`config.mk`:
```
export PLATFORM = sky130hd
export DESIGN_NAME = regfile_wb_arbiter
export DESIGN_NICKNAME = d
export VERILOG_FILES = /design/src/rtl/regfile_wb_pkg.sv /design/src/rtl/regfile_wb_arbiter_rr_arbiter.sv /design/src/rtl/regfile_wb_arbiter.sv
export SDC_FILE = /design/constraint.sdc
export NUM_CORES = 1
export LEC_CHECK = 0
export ABC_CLOCK_PERIOD_IN_PS = 4700
export BUFFER_PORTS_ARGS = -buffer_cell sky130_fd_sc_hd__clkbuf_2
export CAP_MARGIN = 15
export CORE_ASPECT_RATIO = 1.2
export CORE_MARGIN = 5
export CORE_UTILIZATION = 40
export CTS_CLUSTER_DIAMETER = 120
export DETAILED_ROUTE_END_ITERATION = 7
export PLACE_DENSITY_LB_ADDON = 0.12
export SKIP_LAST_GASP = 1
export SYNTH_ARGS = -nofsm -noshare
export SYNTH_HDL_FRONTEND = slang
export SYNTH_SLANG_ARGS = --single-unit
```
`constraint.sdc`:
```
create_clock -name clk -period 4.7 [get_ports clk]
set_input_delay 1.175 -clock clk [delete_from_list [all_inputs] [get_ports clk]]
set_output_delay 1.175 -clock clk [all_outputs]
set_load 0.005 [all_outputs]
```
`src/rtl/regfile_wb_pkg.sv`:
```
// Shared widths and types for the register-file writeback arbiter.
// Optional scoreboard in the top is enabled by macro REGFILE_WB_SCOREBOARD_EN.
package regfile_wb_pkg;
    localparam int AW   = 5;
    localparam int DW   = 32;
    localparam int NREG = 2 ** AW;
    localparam int IDW  = 3;

    localparam logic [AW-1:0] REG_ZERO = '0;

    typedef struct packed {
        logic [AW-1:0] addr;
        logic [DW-1:0] data;
    } wb_req_t;
endpackage

```
`src/rtl/regfile_wb_arbiter_rr_arbiter.sv`:
```
// Round-robin arbiter: one-hot grant to the first request at or after the pointer.
// The pointer moves past the granted index and holds when nothing is granted.
module rr_arbiter
    import regfile_wb_pkg::*;
#(
    parameter int N = 3
) (
    input  logic           clk,
    input  logic           rst,
    input  logic           en,
    input  logic [N-1:0]   req,
    output logic [N-1:0]   gnt,
    output logic [IDW-1:0] gnt_idx
);
    logic [IDW-1:0] ptr_q, ptr_d;
    logic           found;

    always_comb begin
        gnt     = '0;
        gnt_idx = '0;
        found   = 1'b0;
        for (int k = 0; k < N; k++) begin
            int i;
            i = int'(ptr_q) + k;
            if (i >= N) i = i - N;
            if (en && !found && req[i]) begin
                gnt[i]  = 1'b1;
                gnt_idx = IDW'(i);
                found   = 1'b1;
            end
        end
    end

    always_comb begin
        ptr_d = ptr_q;
        if (found) begin
            ptr_d = (int'(gnt_idx) == N - 1) ? '0 : gnt_idx + 1'b1;
        end
    end

    always_ff @(posedge clk) begin
        if (rst) begin
            ptr_q <= '0;
        end else begin
            ptr_q <= ptr_d;
        end
    end
endmodule

```
`src/rtl/regfile_wb_arbiter.sv`:
```
// Shares the regfile write port among NREQ writeback sources with registered outputs.
// Busy-bit scoreboard is built only when REGFILE_WB_SCOREBOARD_EN is defined.
module regfile_wb_arbiter
    import regfile_wb_pkg::*;
#(
    parameter int NREQ = 3,
    parameter int DW   = regfile_wb_pkg::DW,
    parameter int AW   = regfile_wb_pkg::AW
) (
    input  logic                 clk,
    input  logic                 rst,
    input  logic [NREQ-1:0]      req_valid,
    output logic [NREQ-1:0]      req_ready,
    input  logic [NREQ*AW-1:0]   req_addr,
    input  logic [NREQ*DW-1:0]   req_data,
    input  logic                 wb_stall,
    output logic                 writeReg,
    output logic [AW-1:0]        wa,
    output logic [DW-1:0]        wd,
    output logic [2:0]           grant_id,
    input  logic                 rsv_valid,
    input  logic [AW-1:0]        rsv_addr,
    output logic [2**AW-1:0]     busy
);
    logic [NREQ-1:0] gnt;
    logic [IDW-1:0]  gnt_idx;
    logic            hs;
    logic            wr;
    wb_req_t         sel;

    logic            write_q;
    wb_req_t         out_q;
    logic [2:0]      gid_q;

    // Grants are suppressed during reset so no source sees a stray accept.
    rr_arbiter #(.N(NREQ)) u_rr (
        .clk     (clk),
        .rst     (rst),
        .en      (!wb_stall && !rst),
        .req     (req_valid),
        .gnt     (gnt),
        .gnt_idx (gnt_idx)
    );

    assign req_ready = gnt;
    assign hs        = |gnt;

    always_comb begin
        sel      = '0;
        sel.addr = req_addr[int'(gnt_idx)*AW +: AW];
        sel.data = req_data[int'(gnt_idx)*DW +: DW];
    end

    // Writes to $0 are accepted but never reach the port.
    assign wr = hs && (sel.addr != REG_ZERO);

    always_ff @(posedge clk) begin
        if (rst) begin
            write_q <= 1'b0;
            out_q   <= '0;
            gid_q   <= '0;
        end else begin
            write_q <= wr;
            if (wr) begin
                out_q <= sel;
                gid_q <= gnt_idx;
            end
        end
    end

    assign writeReg = write_q;
    assign wa       = out_q.addr;
    assign wd       = out_q.data;
    assign grant_id = gid_q;

`ifdef REGFILE_WB_SCOREBOARD_EN
    logic [2**AW-1:0] busy_q, busy_d, set_mask, clr_mask;

    // Set is applied after clear so a fresh reservation outlives an older write.
    always_comb begin
        set_mask = '0;
        clr_mask = '0;
        if (rsv_valid && (rsv_addr != REG_ZERO)) set_mask[rsv_addr] = 1'b1;
        if (wr) clr_mask[sel.addr] = 1'b1;
        busy_d    = (busy_q & ~clr_mask) | set_mask;
        busy_d[0] = 1'b0;
    end

    always_ff @(posedge clk) begin
        if (rst) begin
            busy_q <= '0;
        end else begin
            busy_q <= busy_d;
        end
    end

    assign busy = busy_q;
`else
    logic unused_rsv;
    assign unused_rsv = ^{rsv_valid, rsv_addr};
    assign busy       = '0;
`endif
endmodule

```
==> reports/qor.txt <==
outcome - finished clean
Starting Density - 40.3%
synthesized area - 3790 um2
Final ANT Viol Nets - 0
Pwr Density - 710 nW/um2
worst relative slew slack - 52.2%
CP cell instances - ha_1 > inv_1 > ha_1 > or4b_1 > o211a_2 > o32ai_4 > nor3_4 > and3_4 > a221oi_2 > inv_1 > clkbuf_2
GRT overflow - 0
RSZ-0062 raised after global routing - false
cells resized by post-CTS repair - 0
CTS tree - done
Synth Area per Inst - 8.27 um2
fin util - 49.2%
Crit path max-delay family - simple AND/OR/NAND/NOR gates
# H-tree levels - 2
fin. max-slew vios - 0
Final Power - 0.00329 W
clock sinks - 44
minimum clock period - 4.36 ns
register bit total from synthesis - 44
Area Overhead vs Synth - 22.2%
largest fanout on the critical path - 10
overall routed net length - 10500 um
CP Data Arrival Time - 3.19 ns
Post-Layout Cell Count - 726
vias per std cell - 5.00
design area - 4640 um2
post-synth top area share - 23.2%
die height - 117 um
clk_lat worst skew - 0.29 ns
IO Port Bufs - 160
worst min path class - flip-flop to flip-flop
setup TNS - 0 ns
share of cells above drive strength 1 - 33.2%
Chip Width - 98.9 um
antenna cells - 0
routed vias - 3628
Layout Skew - 0.00903 ns
initial antenna violation count - 0
DP Cell Count - 718
Total Routing Usage GR - 18.0%
final worst path period share - 92.8%
post-synth cell types - 59
row count - 39
I/O pins - 199
slowest stage delay, CP - 0.58 ns
area of the core - 9420 um2
Clock Pin Slew Worst Setup and Hold Paths - 0.07 ns
synth cell count leaders - 87 x nand2_1, 73 x mux2i_1, 44 x dfxtp_1, 37 x buf_4, 34 x o211ai_1
Routed WL per cell - 14.5 um
Setup CP Type - flip-flop to output pin
Post-synth ARST share - 0%
via count of the first global-routing pass - 3641
CP Launch Type - flip-flop
Area contributors post-synth - dfxtp_1 23%, mux2i_1 19%, nand2_1 8.6%
top_reg_cell synth - dfxtp_1
Final HPWL DP - 8560 um
number of synthesized flops with an enable pin - 0
max cap viols - 0
die area - 11500 um2
largest area contributor in the netlist - dfxtp_1
DRT iter0 DRCs - 138
Final Hold Viols - 0
Post-Synthesis Cells - 459
postcts setup bufs - 0
drt drc - 0
root buffer selected by CTS - clkbuf_16
Critical Path RT - 3.52 ns
Seq/Total Area, Yosys - 23.2%
LEAKAGE - 2.55 nW
cell with the most instances after synthesis - nand2_1
Worst setup EP type - output pin
Post-layout nets - 738
CP bufs+invs - 3
Fmax achieved - 229 MHz
first-pass GRT wire length - 16900 um
GPL Wtd Cong - 0.912
final setup fails - 0
Num CTS Buffers - 5
Pre-antenna DRT Iters - 4
Post-CTS Hold Buffers - 0
yosys warns - 0
Max IR drop VDD - 0.000326 V
CTS max path bufs - 2
Slew @ Worst Pin - 0.716 ns
Post-DP Area - 4490 um2
Max stage delay cell, worst path - or4b_1
largest net degree at the start of global routing - 51
-- cell type report --
class	count	area, um2
Fill cell	960	4780
Multi-Input combinational cell	368	2520
Timing Repair Buffer	170	888
Sequential cell	44	881
Tap cell	123	154
Clock buffer	6	129
Inverter	13	48.8
Clock inverter	2	16.3
-- power by group --
| part | leakage [nW] | total (W) | internal (W) | switching, W |
|---|---|---|---|---|
| Sequential | 0.360 | 0.000629 | 0.000540 | 0.0000886 |
| Combinational | 2.13 | 0.00231 | 0.00103 | 0.00128 |
| Clock | 0.0671 | 0.000351 | 0.000198 | 0.000153 |
-- per-stage QoR --
step / hold slack, ns / setup slack, ns
2_1_floorplan: 0.455 / 0.781
3_3_place_gp: 0.445 / 0.560
3_5_place_dp: 0.454 / 0.545
4_1_cts: 0.467 / 0.318
5_1_grt: 0.480 / 0.123
6_report: 0.461 / 0.338
-- flip-flops by register name, summed over array words and instances, names as in the netlist --
name / cells
wd: 32
wa: 5
grant_id: 3
u_rr.ptr_q: 3
writeReg: 1
-- routing by layer --
layer	vias to the layer above	track usage [%]	wire [um]	share of wire, %
met5	-	0	0	0
met3	16	5.68	860	8.2
met2	122	31.6	5370	51
met1	1630	20.5	4070	39
li1	1860	-	-	-
met4	0	6.74	244	2.3
-- final timing paths --
check | to | cells past startpoint | startpoint | slack [ns]
hold / removal | wd[15]$_SDFFE_PP0P_ | 2 | wd[15]$_SDFFE_PP0P_ | 0.46
hold reg to reg | wd[15]$_SDFFE_PP0P_ | 2 | wd[15]$_SDFFE_PP0P_ | 0.46
setup / recovery | req_ready[2] | 11 | u_rr.ptr_q[0]$_SDFFE_PP0P_ | 0.34
setup reg to reg | wd[11]$_SDFFE_PP0P_ | 13 | u_rr.ptr_q[0]$_SDFFE_PP0P_ | 0.76
-- logic make-up after synthesis --
group                      count (synthesis)  synth area share, %
adders and majority gates                 13                 4.29
and+or+nand+nor                          155                 19.4
other                                      1               0.0988
muxes                                     76                 20.2
buffers and inverters                     78                 13.5
xor gates and xnor gates                   3                0.891
DFF                                       44                 23.2
AOI/OAI and AO/OA                         89                 18.5
-- cells in the final DEF, fill, tap and decap left out, drive strengths merged, types with 3 or more instances in the layout --
| cell type | count |
|---|---|
| inv | 12 |
| nor3 | 8 |
| a21oi | 14 |
| and2 | 4 |
| mux2 | 3 |
| a31oi | 5 |
| nand3 | 9 |
| or3 | 5 |
| nand2b | 4 |
| or2 | 5 |
| o21ai | 10 |
| o211ai | 34 |
| mux2i | 73 |
| buf | 10 |
| clkbuf | 166 |
| or4 | 3 |
| ha | 13 |
| nor2 | 16 |
| conb | 32 |
| nand2 | 87 |
| o311ai | 4 |
| nand3b | 3 |
| a211o | 3 |
| and3 | 3 |
| a22oi | 3 |
| dfxtp | 44 |
| nor2b | 4 |
-- worst register-to-register path, cell delays in order (launching register included) --
cell     delay (ns)
dfxtp_1        0.35
ha_1           0.18
inv_1          0.05
ha_1           0.39
or4_4          0.59
a21oi_4        0.22
o32ai_4        0.16
nor3_4         0.26
a22oi_4        0.15
or4_4          0.46
a31oi_4        0.20
a211o_2        0.36
buf_12         0.27
mux2i_1        0.23
(Power assumes the default switching activity.)
